### config.mk
export PLATFORM = sky130hd
export DESIGN_NAME = tri_fill_sequencer
export DESIGN_NICKNAME = d
export VERILOG_FILES = /design/src/rtl/tri_fill_pkg.sv /design/src/rtl/tri_fill_bank.sv /design/src/rtl/tri_fill_sequencer.sv
export SDC_FILE = /design/constraint.sdc
export NUM_CORES = 1
export LEC_CHECK = 0
export CAP_MARGIN = 10
export CORE_MARGIN = 8
export CORE_UTILIZATION = 55
export DETAILED_ROUTE_END_ITERATION = 7
export PLACE_DENSITY_LB_ADDON = 0.05
export SYNTH_ARGS = -nofsm -noshare
export SYNTH_HDL_FRONTEND = slang
export SYNTH_SLANG_ARGS = --single-unit
### constraint.sdc
create_clock -name clk -period 2.6 [get_ports clk]
set_input_delay 0.52 -clock clk [delete_from_list [all_inputs] [get_ports clk]]
set_output_delay 0.52 -clock clk [all_outputs]
set_load 0.02 [all_outputs]
### src/rtl/tri_fill_pkg.sv
`default_nettype none
// ============================================================================
//  Module   : tri_fill_pkg
//  Purpose  : Shared types and default sizing for the triangular fill
//             sequencer and its register bank.
//  Revision : 1.0 - initial release
// ============================================================================
package tri_fill_pkg;

  // Default sizing of the 16x8 bank and the outer row range
  localparam int DW_DEF      = 8;
  localparam int DEPTH_DEF   = 16;
  localparam int ROW_MAX_DEF = 7;
  localparam int ADDR_W      = $clog2(DEPTH_DEF);

  // Sequencer states
  typedef enum logic [1:0] {
    IDLE = 2'd0,
    LO   = 2'd1,
    HI   = 2'd2,
    DONE = 2'd3
  } state_t;

endpackage : tri_fill_pkg
`default_nettype wire

### src/rtl/tri_fill_bank.sv
`default_nettype none
// ============================================================================
//  Module   : tri_fill_bank
//  Purpose  : DEPTH x DW register file with one synchronous write port and
//             one registered read port (read-before-write); cleared on rst.
//  Revision : 1.0 - initial release
// ============================================================================
module tri_fill_bank
  import tri_fill_pkg::*;
#(
  parameter int DW    = DW_DEF,
  parameter int DEPTH = DEPTH_DEF,
  parameter int AW    = $clog2(DEPTH)
) (
  input  logic          clk,
  input  logic          rst,
  input  logic          wr_en,
  input  logic [AW-1:0] wr_addr,
  input  logic [DW-1:0] wr_data,
  input  logic [AW-1:0] rd_addr,
  output logic [DW-1:0] rd_data
);

  logic [DW-1:0] mem_q [DEPTH];
  logic [DW-1:0] mem_d [DEPTH];
  logic [DW-1:0] rd_data_q;
  logic [DW-1:0] rd_data_d;

  // Next bank image and read data; read samples the pre-write contents
  always_comb begin
    mem_d     = mem_q;
    rd_data_d = mem_q[rd_addr];
    if (wr_en) begin
      mem_d[wr_addr] = wr_data;
    end
  end

  // Bank storage and read register, synchronously cleared
  always_ff @(posedge clk) begin
    if (rst) begin
      for (int k = 0; k < DEPTH; k++) begin
        mem_q[k] <= '0;
      end
      rd_data_q <= '0;
    end else begin
      mem_q     <= mem_d;
      rd_data_q <= rd_data_d;
    end
  end

  assign rd_data = rd_data_q;

endmodule : tri_fill_bank
`default_nettype wire

### src/rtl/tri_fill_sequencer.sv
`default_nettype none
// ============================================================================
//  Module   : tri_fill_sequencer
//  Purpose  : Serialises the low (cc, columns 1..i) and high (bb, columns
//             i..DEPTH-2) triangular fill passes into the single write port
//             of the register bank, one write per cycle, and registers cc&bb.
//  Revision : 1.0 - initial release
// ============================================================================
module tri_fill_sequencer
  import tri_fill_pkg::*;
#(
  parameter int DW      = DW_DEF,
  parameter int DEPTH   = DEPTH_DEF,
  parameter int ROW_MAX = ROW_MAX_DEF
) (
  input  logic                     clk,
  input  logic                     rst,
  input  logic                     start,
  input  logic [DW-1:0]            cc,
  input  logic [DW-1:0]            bb,
  output logic                     busy,
  output logic                     done,
  output logic                     wr_en,
  output logic [$clog2(DEPTH)-1:0] wr_addr,
  output logic [DW-1:0]            wr_data,
  input  logic [$clog2(DEPTH)-1:0] rd_addr,
  output logic [DW-1:0]            rd_data,
  output logic [DW-1:0]            dd
);

  localparam int AW = $clog2(DEPTH);

  // Counters are AW bits wide; rows beyond DEPTH-1 would wrap them
  if (ROW_MAX > DEPTH - 1 || ROW_MAX < 2 || DEPTH < 3) begin : g_param_check
    $error("tri_fill_sequencer: ROW_MAX must lie in 2..DEPTH-1");
  end

  localparam logic [AW-1:0] c_one    = AW'(1);
  localparam logic [AW-1:0] c_j_last = AW'(DEPTH - 2);
  localparam logic [AW-1:0] c_i_last = AW'(ROW_MAX - 1);

  state_t        state_q,   state_d;
  logic [AW-1:0] i_q,       i_d;
  logic [AW-1:0] j_q,       j_d;
  logic [DW-1:0] cc_q,      cc_d;
  logic [DW-1:0] bb_q,      bb_d;
  logic          busy_q,    busy_d;
  logic          done_q,    done_d;
  logic          wr_en_q,   wr_en_d;
  logic [AW-1:0] wr_addr_q, wr_addr_d;
  logic [DW-1:0] wr_data_q, wr_data_d;
  logic [DW-1:0] dd_q,      dd_d;

  // Next-state, counter and output-register decode for the fill sequence
  always_comb begin
    state_d   = state_q;
    i_d       = i_q;
    j_d       = j_q;
    cc_d      = cc_q;
    bb_d      = bb_q;
    busy_d    = 1'b0;
    done_d    = 1'b0;
    wr_en_d   = 1'b0;
    wr_addr_d = wr_addr_q;
    wr_data_d = wr_data_q;
    dd_d      = cc & bb;

    case (state_q)
      IDLE: begin
        if (start) begin
          cc_d    = cc;
          bb_d    = bb;
          i_d     = c_one;
          j_d     = c_one;
          state_d = LO;
        end
      end

      LO: begin
        busy_d    = 1'b1;
        wr_en_d   = 1'b1;
        wr_addr_d = j_q;
        wr_data_d = cc_q;
        if (j_q == i_q) begin
          // High pass of this row starts on the diagonal column
          j_d     = i_q;
          state_d = HI;
        end else begin
          j_d = j_q + c_one;
        end
      end

      HI: begin
        busy_d    = 1'b1;
        wr_en_d   = 1'b1;
        wr_addr_d = j_q;
        wr_data_d = bb_q;
        if (j_q == c_j_last) begin
          if (i_q == c_i_last) begin
            state_d = DONE;
          end else begin
            i_d     = i_q + c_one;
            j_d     = c_one;
            state_d = LO;
          end
        end else begin
          j_d = j_q + c_one;
        end
      end

      DONE: begin
        done_d  = 1'b1;
        state_d = IDLE;
      end

      default: begin
        state_d = IDLE;
      end
    endcase
  end

  // FSM state, counters, frozen operands and registered outputs
  always_ff @(posedge clk) begin
    if (rst) begin
      state_q   <= IDLE;
      i_q       <= '0;
      j_q       <= '0;
      cc_q      <= '0;
      bb_q      <= '0;
      busy_q    <= 1'b0;
      done_q    <= 1'b0;
      wr_en_q   <= 1'b0;
      wr_addr_q <= '0;
      wr_data_q <= '0;
      dd_q      <= '0;
    end else begin
      state_q   <= state_d;
      i_q       <= i_d;
      j_q       <= j_d;
      cc_q      <= cc_d;
      bb_q      <= bb_d;
      busy_q    <= busy_d;
      done_q    <= done_d;
      wr_en_q   <= wr_en_d;
      wr_addr_q <= wr_addr_d;
      wr_data_q <= wr_data_d;
      dd_q      <= dd_d;
    end
  end

  // The bank commits on the same edge that loads the write output registers
  tri_fill_bank #(
    .DW    (DW),
    .DEPTH (DEPTH),
    .AW    (AW)
  ) u_bank (
    .clk     (clk),
    .rst     (rst),
    .wr_en   (wr_en_d),
    .wr_addr (wr_addr_d),
    .wr_data (wr_data_d),
    .rd_addr (rd_addr),
    .rd_data (rd_data)
  );

  assign busy    = busy_q;
  assign done    = done_q;
  assign wr_en   = wr_en_q;
  assign wr_addr = wr_addr_q;
  assign wr_data = wr_data_q;
  assign dd      = dd_q;

endmodule : tri_fill_sequencer
`default_nettype wire

==> results of run 1 <==
routing by layer:
layer  vias to the layer above  GRT usage, %
met5                         -             0
met4                         0         6.528
met3                        22         4.989
met2                       163         38.63
met1                      3074         27.99
li1                       3048             -
worst max path at each step:
stage	depth (start not counted)	startpoint	endpoint	slack, ns
2_1_floorplan	7	j_q[0]	j_q[3]	0.31
3_3_place_gp	5	start	j_q[3]	0.22
3_5_place_dp	5	start	j_q[3]	0.18
4_1_cts	4	j_q[1]	state_q[1]	0.26
5_1_grt	4	j_q[1]	state_q[1]	0.008
6_report	4	j_q[1]	state_q[1]	0.26
flip-flops by register name, summed over array words and instances (netlist names):
name,cells
wr_addr,4
wr_data,8
j_q,4
wr_en,1
u_bank.rd_data,8
cc_q,8
i_q,4
done,1
state_q,2
bb_q,8
u_bank.mem_q,128
dd,8
through the flow:
stage                     instance area [sq um]  utilization, %
after CTS                                  9259           64.69
after floorplan                            7931               -
after global placement                     8691           60.72
after detailed placement                   8691           60.72
after global routing                       9259           64.69
final                                      9259           64.69
tightest hold or removal path, cell delays in order (launching register included):
cell	delay, ns
dfxtp_1	0.31
nand2_1	0.05
a21oi_1	0.05
layout make-up:
class,instances,area (sq um)
clock buffers,17,425.4
clock inverters,15,142.6
fillers,1188,5055
inverters,9,33.78
multi-input cells,580,3918
flip-flops and latches,184,3684
well taps,184,230.2
repair buffers,90,825.8
cell usage after synthesis, types with 5 or more instances:
| library cell | instances |
|---|---|
| a211oi_1 | 5 |
| a21oi_1 | 94 |
| a22oi_1 | 8 |
| and2_1 | 11 |
| and3_1 | 10 |
| buf_1 | 7 |
| buf_2 | 15 |
| clkbuf_1 | 50 |
| dfxtp_1 | 184 |
| ha_1 | 9 |
| inv_1 | 9 |
| mux2i_1 | 78 |
| mux4_2 | 32 |
| nand2_1 | 105 |
| nand2b_1 | 8 |
| nor2_1 | 93 |
| o21ai_0 | 50 |
| o21ai_1 | 20 |
| o22ai_1 | 8 |
cells in the final DEF, fill, tap and decap left out, types with 3 or more instances in the layout:
cell,Yosys,final
dfxtp_1,184,184
nand2_1,105,105
a21oi_1,94,94
nor2_1,93,93
mux2i_1,78,78
clkdlybuf4s50_1,0,51
o21ai_0,50,50
buf_4,1,36
mux4_2,32,32
o21ai_1,20,20
clkbuf_16,0,17
and2_1,11,11
and3_1,10,10
inv_1,9,9
ha_1,9,9
nand2b_1,8,8
a22oi_1,8,8
o22ai_1,8,8
a211oi_1,5,5
inv_6,0,5
nand3_1,4,4
xor2_1,4,4
nand3b_1,4,4
nor2b_1,3,3
or4_1,3,3
a211o_1,3,3
nand4_1,3,3
nor3_1,3,3
a32oi_1,3,3
clkinvlp_4,0,3
clkinv_2,0,3
power breakdown:
| part | internal [mW] | switching [mW] | total (mW) |
|---|---|---|---|
| clock | 1.34 | 1.17 | 2.51 |
| sequential | 3.05 | 0.139 | 3.19 |
| combinational | 0.993 | 1.80 | 2.79 |
cell families after synthesis:
| kind of cell | after synthesis |
|---|---|
| AND/OR/NAND/NOR | 252 |
| adder cells (fa/ha/maj) | 9 |
| multiplexers | 111 |
| AO/OA/AOI/OAI | 204 |
| XOR/XNOR | 4 |
| flip-flops | 184 |
| buffers and inverters | 82 |
==> flow_summary.yaml, run 1 <==
layout:
  syn_to_final_growth_pct: 16.74
  n_antenna_cell: 0
  final_nets: 914
  fin_cells: 1079
  drive_above_1_share_pct: 12.29
logic_synthesis:
  netlist_top_cells_area: "dfxtp_1 (46%), mux2i_1 (9.8%), mux4_2 (9.1%)"
  syn-num-nets: 878
  yosysTopAreaCell: "dfxtp_1"
  yosysWarnings: 0
  synth.avg_cell_area_sq_um: 9.375
  synth_top_family_by_area: "multiplexers"
  synthAdderAreaFrac_pct: 1.420
  syn-cell-area_sq_um: 7931
  yosysTopAreaCellShare_pct: 46.44
  yosys.area_share.simple_pct: 13.80
  synth_compound_area_share_pct: 14.66
  async_reset_ff_share_pct: 0
  synth-edff-count: 0
  synth_xor_area_share_pct: 0.4417
  ys_seq_elements: 184
  synthDistinctLibCells: 45
  yosys_most_used_dff: "dfxtp_1"
  ys_seq_area_share_pct: 46.44
  synth_mux_area_share_pct: 19.07
  syn_inst: 846
critical_path:
  path_max_fanout: 13
  worstPathRequired_ns: 2.90
  path_delay_family: "compound AO/OA/AOI/OAI gates"
  cp_slowest_cell: "or4_1"
  worst_setup_path_start_kind: "flop"
  rr_worst_depth: 4
  r2r-end: "state_q[1]"
  regToRegSetupSlack_ns: 0.26
  crit_type: "reg -> reg"
  critPathCaptureType: "flop"
  r2r-start: "j_q[1]"
  arrival_ns: 2.63
  cp_cell_sequence: "xor2_1 -> or4_1 -> a2111oi_0 -> o32ai_1"
  critical_path_buf_inv_count: 0
  critPathMaxStageDelay_ns: 0.69
route:
  top_layer_used: "met4"
  routedLengthMet1_mm: 8.852
  dr_wl_met3_um: 987
  drt_iter0_markers: 503
  ant_nets: 0
  first_pass_iters: 5
  post_drt_via_cell_ratio: 5.845
  met2_length_mm: 9.953
  via_count: 6307
  routed_wl_mm: 20.05
  avgRoutedWirePerCell_um: 18.58
  drc_errors: 0
job:
  drv_cap: 0
clock_network:
  postCtsHoldBufs: 0
  cts_setup_buffers: 0
  root_buffer: "clkbuf_16"
  path_clk_slew_ns: 0.07
  clockBufferDepth: 2
  cts_tree: "yes"
  cts.sinks: 184
  cts_max_level: 4
  cts_made_buffers: 17
  clk_latency_ns: 0.43
  cts-resized-gates: 0
grt:
  grt_pass1_vias: 6349
  antenna_found_initial: 0
  grt_max_degree: 60
  grtUsageTotal_pct: 22.60
  grt-ovfl-total: 0
  grt_pass1_wl_mm: 33.22
placement:
  place_congestion: 0.9265
  place_ws_ns: 0.1814
  dpl.cell_count: 1047
  io_buffers: 53
  hpwl_mm: 13.39
status:
  status: "complete, no violations"
power_and_ir_drop:
  p_leak_nw: 3.653
  power.density_nw_per_um2: 917.1
  power.total_mw: 8.492
  vdd_ir_drop_max_v: 0.001010
timing:
  hold_violations: 0
  min_period_ns: 2.336
  whs_ns: 0.4532
  setup_tns_ns: 0
  skew_ns: 0.008998
  max_slew_margin_pct: 53.04
  rsz0062_at_grt: "false"
  setup_ws_ns: 0.2636
  slew_viol_final: 0
  timing.final.crit_share_pct: 89.86
  worst_pin_slew_ns: 0.7018
  fmax_mhz: 428.0
  setup_viol: 0
floorplan:
  die_h_um: 136.1
  die_width_um: 136.1
  die_area_sq_um: 18520
  coreArea_sq_um: 14310
  io-pin-count: 54
  initial_core_util_pct: 55.41
  rows: 44
worst_hold_path:
  hold_path.class: "reg -> reg"
  hold_path_startpoint: "bb_q[3]"
  hold_depth: 2
  min_to: "bb_q[3]"
(Power assumes the default switching activity.)
==> run 2: changes to the inputs <==
Settings changed: SKIP_LAST_GASP set to 1.
==> results of run 2 <==
Final layout, timing and power as in run 1 (identical DEF).
==> run 3: changes to the inputs <==
Settings changed: CORE_MARGIN 8 to 5, MAX_ROUTING_LAYER set to met4, SLEW_MARGIN set to 25.
==> run 3 against run 2 <==
Against the previous run: die area shrank 8.6%; clock-buffer cell count grew 5; cell count did not move; largest cell class unchanged; core utilization grew 2.0 points; first-iteration DRC count is 20% higher; critical path type unchanged; critical path depth is the same; via count increased by 1.7%; wire length is 1.4% higher; sequential cell count is the same.
==> flow_summary.yaml, run 3 (synthesized netlist as in run 1, its figures left out) <==
critical_path:
  critPathMaxStageDelay_ns: 0.67
  arrival_ns: 2.64
  cp_slowest_cell: "or4_1"
  cp_cell_sequence: "xor2_1 -> or4_1 -> a2111oi_0 -> o32ai_1"
  worst_setup_path_start_kind: "flop"
  path_delay_family: "compound AO/OA/AOI/OAI gates"
  worstPathRequired_ns: 2.90
  critPathCaptureType: "flop"
  rr_worst_depth: 4
  critical_path_buf_inv_count: 0
  path_depth: 4
  path_max_fanout: 14
  crit_type: "reg -> reg"
floorplan:
  die_area_sq_um: 16920
  coreArea_sq_um: 13990
  initial_core_util_pct: 56.70
  die_width_um: 130.1
  rows: 43
  io-pin-count: 54
  die_h_um: 130.1
layout:
  syn_to_final_growth_pct: 17.53
  fin_cells: 1079
  largest_reg_flops: 128
  final_nets: 918
  layout_commonest_cell: "dfxtp_1"
  n_antenna_cell: 0
  final_cell_mix: "dfxtp_1 (184), nand2_1 (105), a21oi_1 (94)"
  drive_above_1_share_pct: 12.46
  final_core_util_pct: 66.64
  regMostFlops: "u_bank.mem_q"
  final_area_sq_um: 9321
timing:
  setup_viol: 0
  min_period_ns: 2.342
  max_slew_margin_pct: 55.08
  hold_violations: 0
  rsz0062_at_grt: "false"
  timing.final.crit_share_pct: 90.08
  setup_tns_ns: 0
  fmax_mhz: 427.0
  worst_pin_slew_ns: 0.6724
  slew_viol_final: 0
  skew_ns: 0.008088
clock_network:
  cts_tree: "yes"
  path_clk_slew_ns: 0.07
  cts-resized-gates: 0
  cts_made_buffers: 17
  postCtsHoldBufs: 0
  cts_max_level: 4
  clockBufferDepth: 2
  root_buffer: "clkbuf_16"
  cts.sinks: 184
  cts_setup_buffers: 0
  clk_latency_ns: 0.43
placement:
  place_congestion: 0.8940
  hpwl_mm: 13.55
  dpl.cell_count: 1047
  placed_cell_area_sq_um: 8728
  io_buffers: 53
power_and_ir_drop:
  power.density_nw_per_um2: 922.0
  vdd_ir_drop_max_v: 0.0008931
  p_leak_nw: 3.687
  power.total_mw: 8.595
grt:
  grt_util_met1_pct: 36.09
  grtUsageTotal_pct: 26.05
  gr-usage-met3_pct: 4.707
  top_usage_layer: "met2"
  grt_max_degree: 51
  antenna_found_initial: 0
  grt_pass1_vias: 6398
  grt-ovfl-total: 0
  grt_pass1_wl_mm: 33.47
  use_met2_pct: 39.59
worst_hold_path:
  hold_path.class: "reg -> reg"
  hold_depth: 2
route:
  drc_errors: 0
  post_drt_via_cell_ratio: 5.945
  ant_nets: 0
  routed_wl_mm: 20.32
  via_count: 6415
  drt_iter0_markers: 605
  avgRoutedWirePerCell_um: 18.84
  first_pass_iters: 5
status:
  status: "complete, no violations"
job:
  drv_cap: 0
[run 3: cell types whose count changed in the layout (fill, tap and decap cells not counted)]
cell	before	now
buf_4	36	39
inv_6	5	1
clkbuf_8	0	3
clkinv_4	1	2
clkinv_2	3	2
buf_12	2	3
inv_8	2	0
bufinv_16	1	2
clkbuf_1	0	2
[run 3: final cells by class]
type / count / area [sq um]
inverter: 9 / 33.78
clock buffer: 22 / 474.2
timing repair buffer: 94 / 868.3
clock inverter: 10 / 118.9
tap: 180 / 225.2
multi-input combinational: 580 / 3918
sequential: 184 / 3684
fill: 1142 / 4667
[run 3: worst register-to-register path, stage by stage, from the launching register on]
cell       delay, ns
dfxtp_1         0.64
xor2_1          0.18
or4_1           0.67
a2111oi_0       0.57
o32ai_1         0.15
[run 3: report_power, final]
group	internal [mW]	switching, mW	total, mW
clock network	1.50	1.09	2.59
registers	3.05	0.149	3.20
logic	1.02	1.79	2.80
total	5.57	3.03	8.59
[run 3: final timing paths]
kind                              endpoint    start  slack, ns
worst max-delay path            state_q[1]   j_q[3]       0.26
worst min-delay path               bb_q[7]  bb_q[7]       0.45
worst max register to register  state_q[1]   j_q[3]       0.26
worst min register to register     bb_q[7]  bb_q[7]       0.45
[run 3: routing by layer]
metal  up-vias  share of wire, %
met5         -                 0
met4         0               1.4
met3        20               6.2
met2       232                47
met1      3114                45
li1       3049                 -
[run 3: stage by stage]
stage          hold WS (ns)  setup WS (ns)
4_1_cts              0.4568         0.2476
3_5_place_dp         0.4478         0.1523
3_3_place_gp         0.4432         0.2164
2_1_floorplan        0.4360         0.3094
6_report             0.4547         0.2579
5_1_grt              0.4735         0.1262
